--- src/rtl/traffic_light_pkg.sv ---
// Shared lamp encodings, phase and fault enums, and default dwell lengths
// for the traffic light monitor.
package traffic_light_pkg;

  localparam logic [2:0] RED = 3'b100;
  localparam logic [2:0] YEL = 3'b010;
  localparam logic [2:0] GRN = 3'b001;

  typedef enum logic [2:0] {
    P1      = 3'd0,
    P2      = 3'd1,
    P3      = 3'd2,
    P4      = 3'd3,
    P5      = 3'd4,
    P6      = 3'd5,
    ILLEGAL = 3'd7
  } phase_e;

  typedef enum logic [2:0] {
    F_NONE        = 3'd0,
    F_ENCODING    = 3'd1,
    F_CONFLICT    = 3'd2,
    F_SEQUENCE    = 3'd3,
    F_DWELL_SHORT = 3'd4,
    F_DWELL_LONG  = 3'd5
  } fault_code_e;

  typedef enum logic {
    SYNC   = 1'b0,
    LOCKED = 1'b1
  } mon_state_e;

  localparam int unsigned DEF_DWELL_P1 = 8;
  localparam int unsigned DEF_DWELL_P2 = 3;
  localparam int unsigned DEF_DWELL_P3 = 6;
  localparam int unsigned DEF_DWELL_P4 = 3;
  localparam int unsigned DEF_DWELL_P5 = 4;
  localparam int unsigned DEF_DWELL_P6 = 3;

  function automatic phase_e next_phase(input phase_e p);
    case (p)
      P1:      return P2;
      P2:      return P3;
      P3:      return P4;
      P4:      return P5;
      P5:      return P6;
      P6:      return P1;
      default: return ILLEGAL;
    endcase
  endfunction

endpackage

--- src/rtl/tl_phase_decode.sv ---
// Maps the four lamp vectors to a signal phase; any lamp that is not
// exactly one of red/yellow/green is reported as an encoding error.
module tl_phase_decode
  import traffic_light_pkg::*;
(
  input  logic [2:0] light_M1,
  input  logic [2:0] light_S,
  input  logic [2:0] light_MT,
  input  logic [2:0] light_M2,
  output phase_e     phase,
  output logic       enc_err
);

  function automatic logic lamp_ok(input logic [2:0] v);
    return (v == RED) || (v == YEL) || (v == GRN);
  endfunction

  always_comb begin
    enc_err = !(lamp_ok(light_M1) && lamp_ok(light_S) &&
                lamp_ok(light_MT) && lamp_ok(light_M2));
    phase = ILLEGAL;
    if (!enc_err) begin
      case ({light_M1, light_M2, light_MT, light_S})
        {GRN, GRN, RED, RED}: phase = P1;
        {GRN, YEL, RED, RED}: phase = P2;
        {GRN, RED, GRN, RED}: phase = P3;
        {YEL, RED, YEL, RED}: phase = P4;
        {RED, RED, RED, GRN}: phase = P5;
        {RED, RED, RED, YEL}: phase = P6;
        default:              phase = ILLEGAL;
      endcase
    end
  end

endmodule

--- src/rtl/traffic_light_monitor.sv ---
// Watches the lamp outputs of a junction controller and latches encoding,
// conflict, sequence and dwell-time faults against a registered snapshot.
//
// state  | meaning
// SYNC   | waiting for a legal successor phase change; only encoding/conflict checked
// LOCKED | full sequence and dwell checking active
module traffic_light_monitor
  import traffic_light_pkg::*;
#(
  parameter int unsigned DWELL_P1 = DEF_DWELL_P1,
  parameter int unsigned DWELL_P2 = DEF_DWELL_P2,
  parameter int unsigned DWELL_P3 = DEF_DWELL_P3,
  parameter int unsigned DWELL_P4 = DEF_DWELL_P4,
  parameter int unsigned DWELL_P5 = DEF_DWELL_P5,
  parameter int unsigned DWELL_P6 = DEF_DWELL_P6
) (
  input  logic       clk,
  input  logic       rst,
  input  logic [2:0] light_M1,
  input  logic [2:0] light_S,
  input  logic [2:0] light_MT,
  input  logic [2:0] light_M2,
  input  logic       fault_clr,
  output logic [2:0] phase,
  output logic       locked,
  output logic       fault,
  output logic [2:0] fault_code,
  output logic [7:0] fault_count
);

  logic [2:0]  snap_m1, snap_s, snap_mt, snap_m2;
  logic        snap_vld;
  phase_e      phase_cur, phase_q;
  logic        enc_err;
  logic [4:0]  dwell_q, dwell_req;
  mon_state_e  state_q, state_d;
  fault_code_e det_code;
  logic        det, det_q, fault_evt, changed;

  tl_phase_decode u_decode (
    .light_M1 (snap_m1),
    .light_S  (snap_s),
    .light_MT (snap_mt),
    .light_M2 (snap_m2),
    .phase    (phase_cur),
    .enc_err  (enc_err)
  );

  assign phase     = phase_cur;
  assign locked    = (state_q == LOCKED);
  assign changed   = snap_vld && (phase_cur != phase_q);
  assign det       = (det_code != F_NONE);
  // Only the first cycle of a fault condition is an event; a held bad value counts once.
  assign fault_evt = det && !det_q;

  always_comb begin
    case (phase_q)
      P1:      dwell_req = 5'(DWELL_P1);
      P2:      dwell_req = 5'(DWELL_P2);
      P3:      dwell_req = 5'(DWELL_P3);
      P4:      dwell_req = 5'(DWELL_P4);
      P5:      dwell_req = 5'(DWELL_P5);
      P6:      dwell_req = 5'(DWELL_P6);
      default: dwell_req = 5'd31;
    endcase
  end

  // Priority order gives the lowest code when several conditions coincide.
  always_comb begin
    det_code = F_NONE;
    state_d  = state_q;
    if (snap_vld) begin
      if (enc_err)                                         det_code = F_ENCODING;
      else if (phase_cur == ILLEGAL)                       det_code = F_CONFLICT;
      else if (state_q == LOCKED) begin
        if (changed && (phase_cur != next_phase(phase_q))) det_code = F_SEQUENCE;
        else if (changed && (dwell_q < dwell_req))         det_code = F_DWELL_SHORT;
        else if (!changed && (dwell_q == dwell_req))       det_code = F_DWELL_LONG;
      end
      if (det_code != F_NONE)
        state_d = SYNC;
      else if ((state_q == SYNC) && changed && (phase_q != ILLEGAL) &&
               (phase_cur == next_phase(phase_q)))
        state_d = LOCKED;
    end
  end

  always_ff @(posedge clk) begin
    if (rst) begin
      snap_m1     <= 3'd0;
      snap_s      <= 3'd0;
      snap_mt     <= 3'd0;
      snap_m2     <= 3'd0;
      snap_vld    <= 1'b0;
      phase_q     <= ILLEGAL;
      dwell_q     <= 5'd0;
      state_q     <= SYNC;
      det_q       <= 1'b0;
      fault       <= 1'b0;
      fault_code  <= 3'd0;
      fault_count <= 8'd0;
    end else begin
      snap_m1  <= light_M1;
      snap_s   <= light_S;
      snap_mt  <= light_MT;
      snap_m2  <= light_M2;
      snap_vld <= 1'b1;
      state_q  <= state_d;
      det_q    <= det;
      if (snap_vld) begin
        phase_q <= phase_cur;
        if (changed)               dwell_q <= 5'd1;
        else if (dwell_q != 5'd31) dwell_q <= dwell_q + 5'd1;
      end
      if (fault_evt) begin
        fault <= 1'b1;
        if (!fault || fault_clr) fault_code <= det_code;
        if (fault_count != 8'd255) fault_count <= fault_count + 8'd1;
      end else if (fault_clr) begin
        fault      <= 1'b0;
        fault_code <= 3'd0;
      end
    end
  end

endmodule

--- config.mk ---
export PLATFORM = sky130hd
export DESIGN_NAME = traffic_light_monitor
export DESIGN_NICKNAME = d
export VERILOG_FILES = /design/src/rtl/traffic_light_pkg.sv /design/src/rtl/tl_phase_decode.sv /design/src/rtl/traffic_light_monitor.sv
export SDC_FILE = /design/constraint.sdc
export NUM_CORES = 1
export LEC_CHECK = 0
export CAP_MARGIN = 20
export CORE_MARGIN = 4
export CORE_UTILIZATION = 49
export CTS_CLUSTER_SIZE = 40
export DETAILED_ROUTE_END_ITERATION = 10
export GPL_TIMING_DRIVEN = 0
export PLACE_DENSITY = 0.74
export SLEW_MARGIN = 20
export SYNTH_ARGS = -nofsm -noshare
export SYNTH_HDL_FRONTEND = slang
export SYNTH_HIERARCHICAL = 1
export SYNTH_SLANG_ARGS = --single-unit
--- constraint.sdc ---
create_clock -name clk -period 2.9 [get_ports clk]
set_input_delay 0.87 -clock clk [delete_from_list [all_inputs] [get_ports clk]]
set_output_delay 0.87 -clock clk [all_outputs]
set_load 0.1 [all_outputs]
Word-level counts from Yosys, hierarchy flattened
Index checks and enable logic that the tools add are counted.
W data, S select, Z words.
{"block": "classes", "addsub": 2, "n_lt_le_gt_ge": 1, "n_eq_ne": 32, "n_mux": 28, "bitwise_logic": 1, "reduce_logical": 34}
{"operator": "$mux W3", "n": 18}
{"operator": "$eq A12 B10 Y1 const B", "n": 3}
{"operator": "$pmux W3 S6", "n": 2}
{"operator": "$eq A12 B12 Y1 const B", "n": 2}
{"operator": "$eq A3 B3 Y1 const B", "n": 7}
{"operator": "$pmux W5 S4", "n": 1}
{"operator": "$eq A3 B2 Y1 const B", "n": 6}
{"operator": "$eq A3 B1 Y1 const B", "n": 5}
{"operator": "$eq A12 B11 Y1 const B", "n": 1}
{"operator": "$logic_and A1 B1 Y1", "n": 11}
{"operator": "$mux W5", "n": 2}
{"operator": "$logic_or A1 B1 Y1", "n": 9}
{"operator": "$add A8 B1 Y8 const B", "n": 1}
{"operator": "$ne A8 B8 Y1 const B", "n": 1}
{"operator": "$reduce_and A2 Y1", "n": 4}
{"operator": "$ne A3 B3 Y1", "n": 2}
{"operator": "$reduce_bool A2 Y1", "n": 3}
{"operator": "$reduce_bool A3 Y1", "n": 2}
{"operator": "$add A5 B1 Y5 const B", "n": 1}
{"operator": "$eq A5 B5 Y1", "n": 1}
{"operator": "$lt A5 B5 Y1", "n": 1}
{"operator": "$mux W1", "n": 5}
{"operator": "$ne A5 B5 Y1 const B", "n": 1}
{"operator": "$eq A3 B3 Y1", "n": 1}
{"operator": "6 further kinds", "n": 8}
{"block": "word_totals", "ff_bits": 35, "input_bits": 15, "out_inout_bits": 16, "word_cells": 110}

Longest topological paths before layout
{"block": "depth", "depth_word": 25, "ltp_mapped": 13, "ltp_nobuf": 11}

By module
The synthesis kept the hierarchy.
{"mod": "traffic_light_monitor", "n_inst": 1, "cells_per_inst": 208, "area_each_um2": 1876.8, "seq_area_each_um2": 700.7}
{"mod": "tl_phase_decode", "n_inst": 1, "cells_per_inst": 40, "area_each_um2": 267.8, "seq_area_each_um2": 0.0}

Worst setup path before layout
OpenSTA, ideal clock, no wires.
{"block": "synth_path", "path_kind": "register to register", "from": "register snap_mt[2]", "to": "register fault_count[5]", "setup_ns": 0.115, "t_arrival_ns": 4.094, "required_time_ns": 2.785, "setup_slack_ns": -1.308, "path_stages_with_launch": 13, "path_buffers": 2, "synth_period_minus_slack_ns": 4.208, "path_cell_list": "dfxtp_1 > nor2b_1 > a31o_2 > a31oi_1 > buf_6 > xnor2_2 > and3_4 > a311oi_1 > a21oi_1 > o21ai_2 > buf_6 > o31a_1 > o21a_1"}
{"block": "synth_via", "elab_chain_len": 21, "elab_cells_between_ends": 34, "classes_between": "eq/ne: 12; mux: 10; reduce/logical: 12"}
{"item": "start, declared", "line": "traffic_light_monitor.sv:31", "rtl": "logic [2:0] snap_m1, snap_s, snap_mt, snap_m2;"}
{"item": "start signal, assigned", "line": "traffic_light_monitor.sv:105", "rtl": "snap_mt <= light_MT;"}
{"item": "parallel branches: the longest is 5 deep, another holds $eq A12 B12 Y1"}
{"item": "$mux W3 *", "line": "tl_phase_decode.sv:22", "rtl": "if (!enc_err) begin"}
{"item": "named net phase[2]", "line": "traffic_light_monitor.sv:24", "rtl": "output logic [2:0] phase,"}
{"item": "$ne A3 B3 Y1", "line": "traffic_light_monitor.sv:51", "rtl": "assign changed = snap_vld && (phase_cur != phase_q);"}
{"item": "$logic_and A1 B1 Y1", "line": "traffic_light_monitor.sv:51"}
{"item": "$logic_not A1 Y1", "line": "traffic_light_monitor.sv:78", "rtl": "else if (!changed && (dwell_q == dwell_req)) det_code = F_DWELL_LONG;"}
{"item": "$logic_and A1 B1 Y1", "line": "traffic_light_monitor.sv:78"}
{"item": "$mux W3", "line": "traffic_light_monitor.sv:78"}
{"item": "$mux W3", "line": "traffic_light_monitor.sv:77", "rtl": "else if (changed && (dwell_q < dwell_req)) det_code = F_DWELL_SHORT;"}
{"item": "$mux W3", "line": "traffic_light_monitor.sv:76", "rtl": "if (changed && (phase_cur != next_phase(phase_q))) det_code = F_SEQUENCE;"}
{"item": "$mux W3", "line": "traffic_light_monitor.sv:75", "rtl": "else if (state_q == LOCKED) begin"}
{"item": "$mux W3 *", "line": "traffic_light_monitor.sv:74", "rtl": "else if (phase_cur == ILLEGAL) det_code = F_CONFLICT;"}
{"item": "$mux W3 *", "line": "traffic_light_monitor.sv:73", "rtl": "if (enc_err) det_code = F_ENCODING;"}
{"item": "$mux W3 * (2 in series)", "line": "traffic_light_monitor.sv:72", "rtl": "if (snap_vld) begin"}
{"item": "$reduce_bool A3 Y1 *", "line": "traffic_light_monitor.sv:52", "rtl": "assign det = (det_code != F_NONE);"}
{"item": "$logic_and A1 B1 Y1 *", "line": "traffic_light_monitor.sv:54", "rtl": "assign fault_evt = det && !det_q;"}
{"item": "$reduce_and A2 Y1 (no source line) *"}
{"item": "end signal, assigned", "line": "traffic_light_monitor.sv:118", "rtl": "if (fault_count != 8'd255) fault_count <= fault_count + 8'd1;"}
{"item": "end, declared", "line": "traffic_light_monitor.sv:28", "rtl": "output logic [7:0] fault_count"}
Mark *: on every way through the listed nets, which the timed path passes. The select of a mux whose other input is x is not followed.
A chain may end at the register's enable or synchronous reset.

Worst setup path in the final report
{"block": "layout_path", "from": "register snap_m1[0]", "to": "register fault_count[5]"}
{"block": "layout_via", "elab_chain_len": 22, "elab_cells_between_ends": 35, "classes_between": "eq/ne: 12; mux: 10; reduce/logical: 13"}
{"item": "start, declared", "line": "traffic_light_monitor.sv:31"}
{"item": "start signal, assigned", "line": "traffic_light_monitor.sv:103", "rtl": "snap_m1 <= light_M1;"}
{"item": "parallel branches: the longest is 16 deep, another holds $eq A12 B12 Y1"}
{"item": "$mux W3 *", "line": "traffic_light_monitor.sv:73"}
{"item": "$mux W3 * (2 in series)", "line": "traffic_light_monitor.sv:72"}
{"item": "$reduce_bool A3 Y1 *", "line": "traffic_light_monitor.sv:52"}
{"item": "$logic_and A1 B1 Y1 *", "line": "traffic_light_monitor.sv:54"}
{"item": "$reduce_and A2 Y1 (no source line) *"}
Mark *: on every way between the ends. The select of a mux whose other input is x is not followed.

==> summary.txt <==
Timing
  – Relative slew margins: 0.3445
  – Final setup vio count: 14
  – Worst Tran Pin Value: 980.2 ps
  – Period utilization: 1.089
  – WHS: 489.1 ps
  – Fin worst setup slack: -258.0 ps
  – RSZ-0062 raised after global routing: yes
  – Slew Limit Fails: 0
  – Worst Clk Skew: 5.890 ps
  – Achievable Freq: 316.7 MHz
  – Final min period: 3158 ps
  – Final hold vios: 0

Clock tree
  – CTS tree: yes
  – CTS H-tree lvls: 2
  – CTS root buffer: clkbuf_8
  – # clock sinks: 35
  – Hold-fix buffers, CTS: 0
  – CTS Buffer Depth: 2
  – Clock transition at path regs: 80 ps
  – CTS buffer count: 5
  – Clk_lat worst skew: 290 ps

Global routing
  – Vias in the first global route: 1939
  – Initial antenna violation count: 0
  – GR Overflow Total: 0
  – First-pass GRT wire length: 9045 µm
  – Largest net degree at the start of global routing: 13
  – Gr usage total: 0.2118

Drt
  – Remaining routing DRC violations: 0
  – First-pass iteration count of the detailed router: 4
  – WL per Instance: between 15 and 20 µm
  – Via density: a little under 6
  – Drt total wl: 5511 µm
  – Via count: 2036
  – Initial DRC count: 95
  – Final ANT Viol Nets: 0

Floorplanning
  – Die area: ~5500 µm²
  – Die height: 74.16 µm
  – IO Count: 31
  – Initial Util: 0.5211
  – Width of the die: ~74 µm
  – Core area: 4115 µm²
  – FP Rows: 23

Synth
  – Synth Warn #: 6
  – Post-Syn Area: between 2000 and 2500 µm²
  – Cells after Synth: ~250
  – Synthesis-stage register bit count: 35
  – Distinct cell type count after synthesis: 62
  – Sequential share of the synthesized area: 0.3267
  – Share of flip-flops with an asynchronous set or reset: 0
  – EDFF count, synth: 0
  – Syn Nets: 271
  – Ys flop type: dfxtp_1
  – Post-Syn Area per Cell: 8.647 µm²

Place
  – HPWL Detailed: 3615 µm
  – Post-DP Area: 2572 µm²
  – PortBufs: 29
  – Final Wtd Congestion: 0.8370
  – Setup Slack @ Placement: -678.7 ps

Power and ir drop
  – Pwr Density: 411.4 nW/µm²
  – Final Power: roughly 1.2 mW
  – Leak: 1.197 nW
  – Max VDD drop: 0.0003492 V

Min path
  – Worst Hold Launch: fault_code[1]$_SDFFE_PP0P_
  – Worst Hold Class: reg -> reg

Final layout
  – Final core utilization: 0.7142
  – Nets: 322
  – Area Growth Syn to Fin: 37.05%
  – Antenna cells: 0
  – Final Cell Area: 2939 µm²
  – Share of post-route cells with drive strength above 1: 0.2767

Critical path
  – Crit. Startpoint: snap_m1[0]$_SDFF_PP0_
  – Crit Path Max Fanout: 5
  – CP arrival: between 3000 and 4000 ps
  – Critical path data required time: between 3000 and 4000 ps
  – Crit start category: flip-flop
  – Critical path type: reg -> reg
  – Crit. End Element: flip-flop
  – R2R Path Start: snap_m1[0]$_SDFF_PP0_

Status
  – Failing checks: negative setup slack
  – Status: finished with violations

Flow run
  – Max Cap Violations: 0
[path summary, 6_finish.rpt]
check	end	slack (ps)	depth (start not counted)
worst min register to register	fault_code[1]$_SDFFE_PP0P_	490	1
worst max register to register	fault_count[5]$_SDFFE_PP0P_	-260	12
worst min-delay path	fault_code[1]$_SDFFE_PP0P_	490	1
worst max-delay path	fault_count[5]$_SDFFE_PP0P_	-260	12
[cell type report]
cell class	count	area (µm²)
plain buffers	11	93.84
clock buffers	6	82.58
clock inverters	2	38.79
fillers	322	1176
inverters	11	41.29
multi-input cells	191	1498
flip-flops and latches	35	725.7
well taps	50	62.56
repair buffers	44	396.6
[metal layers]
metal	up-vias	GRT usage	share of wire
met2	48	0.3563	0.49
met3	9	0.04189	0.040
met1	967	0.2724	0.46
met5	-	0	0
li1	1012	-	-
met4	0	0.06841	0.011
[where the power goes]
group,internal [mW],switching (mW)
clock,0.283,0.188
sequential,0.499,0.0245
combinational,0.0927,0.122
[cell usage after synthesis (2+ instances only)]
cell      instances  share of area
clkbuf_1          4         0.0070
nand4_1           5          0.015
and3_2            2         0.0070
and3_1            3         0.0088
xnor2_1           2         0.0082
ha_1              8          0.047
o21ai_1           3         0.0070
buf_6             7          0.037
nor2_1           21          0.037
o21a_1            2         0.0070
xnor2_2           2          0.015
nand3_1          10          0.023
nor4_1            4          0.012
xor2_1            4          0.016
nand2_1          19          0.033
nand2b_1          3         0.0088
a22oi_1           6          0.021
dfxtp_1          35           0.33
or2_2             2         0.0058
o211ai_1          2         0.0070
o31a_1            2         0.0082
nor3_1            8          0.019
nor2b_1          17          0.050
inv_1            10          0.018
o21ai_0           6          0.014
or4_1             2         0.0070
or3_1             7          0.020
a31oi_1           3         0.0088
nor4b_1           2         0.0082
a21oi_1          15          0.035
[per-stage QoR]
step	TNS (ps)	instances
after floorplan	-2501	248
after global placement	-4053	327
after detailed placement	-4693	327
after CTS	-1877	349
after global routing	-3874	350
final	-2492	350
[kinds of logic (layout without fill, tap and decap cells)]
| logic type | after synthesis | after routing | synth area share |
|---|---|---|---|
| AO/OA/AOI/OAI | 54 | 54 | 0.1815 |
| XOR/XNOR | 8 | 8 | 0.03967 |
| adder cells (fa/ha/maj) | 9 | 9 | 0.05134 |
| buffers and inverters | 22 | 74 | 0.06301 |
| flip-flops | 35 | 35 | 0.3267 |
| multiplexers | 1 | 1 | 0.004668 |
| AND/OR/NAND/NOR | 119 | 119 | 0.3331 |
[cell usage in the layout, fill, tap and decap left out, types with 5 or more instances in the layout]
cell type and count:
nor3_1 7, dfxtp_2 5, dfxtp_1 25, a21oi_2 6
inv_1 9, a22oi_1 6, nand4_1 5, nand3_1 10
ha_1 8, dfxtp_4 5, clkbuf_8 6, clkdlybuf4s50_1 25
o21ai_1 5, buf_4 15, nor2_1 21, or3_1 5
a21oi_1 9, nand2_1 19, buf_6 8, nor2b_1 15
[registers in the layout, indices dropped and copies added (netlist names), 3 cells and up]
register     flops
snap_m2          3
fault_count      8
snap_m1          3
snap_s           3
fault_code       3
dwell_q          5
snap_mt          3
phase_q          3
[critical path, stage by stage, from the launching register on]
cell and delay [ps]:
dfxtp_4 360, or4b_4 550, nor4_4 170, a22oi_1 140
or3_4 390, xnor2_2 180, and3_4 250, a311oi_4 110
a21oi_2 240, o21ai_4 110, buf_6 150, o31a_1 240
o21a_1 160
[repair_timing]
item                       CTS  global route
setup endpoints to repair   16            18
cloned                       1             0
buffers inserted            13             1
pin swaps                   15             4
resized for setup           34            14
No activity file was read; power rests on OpenSTA's default activity.
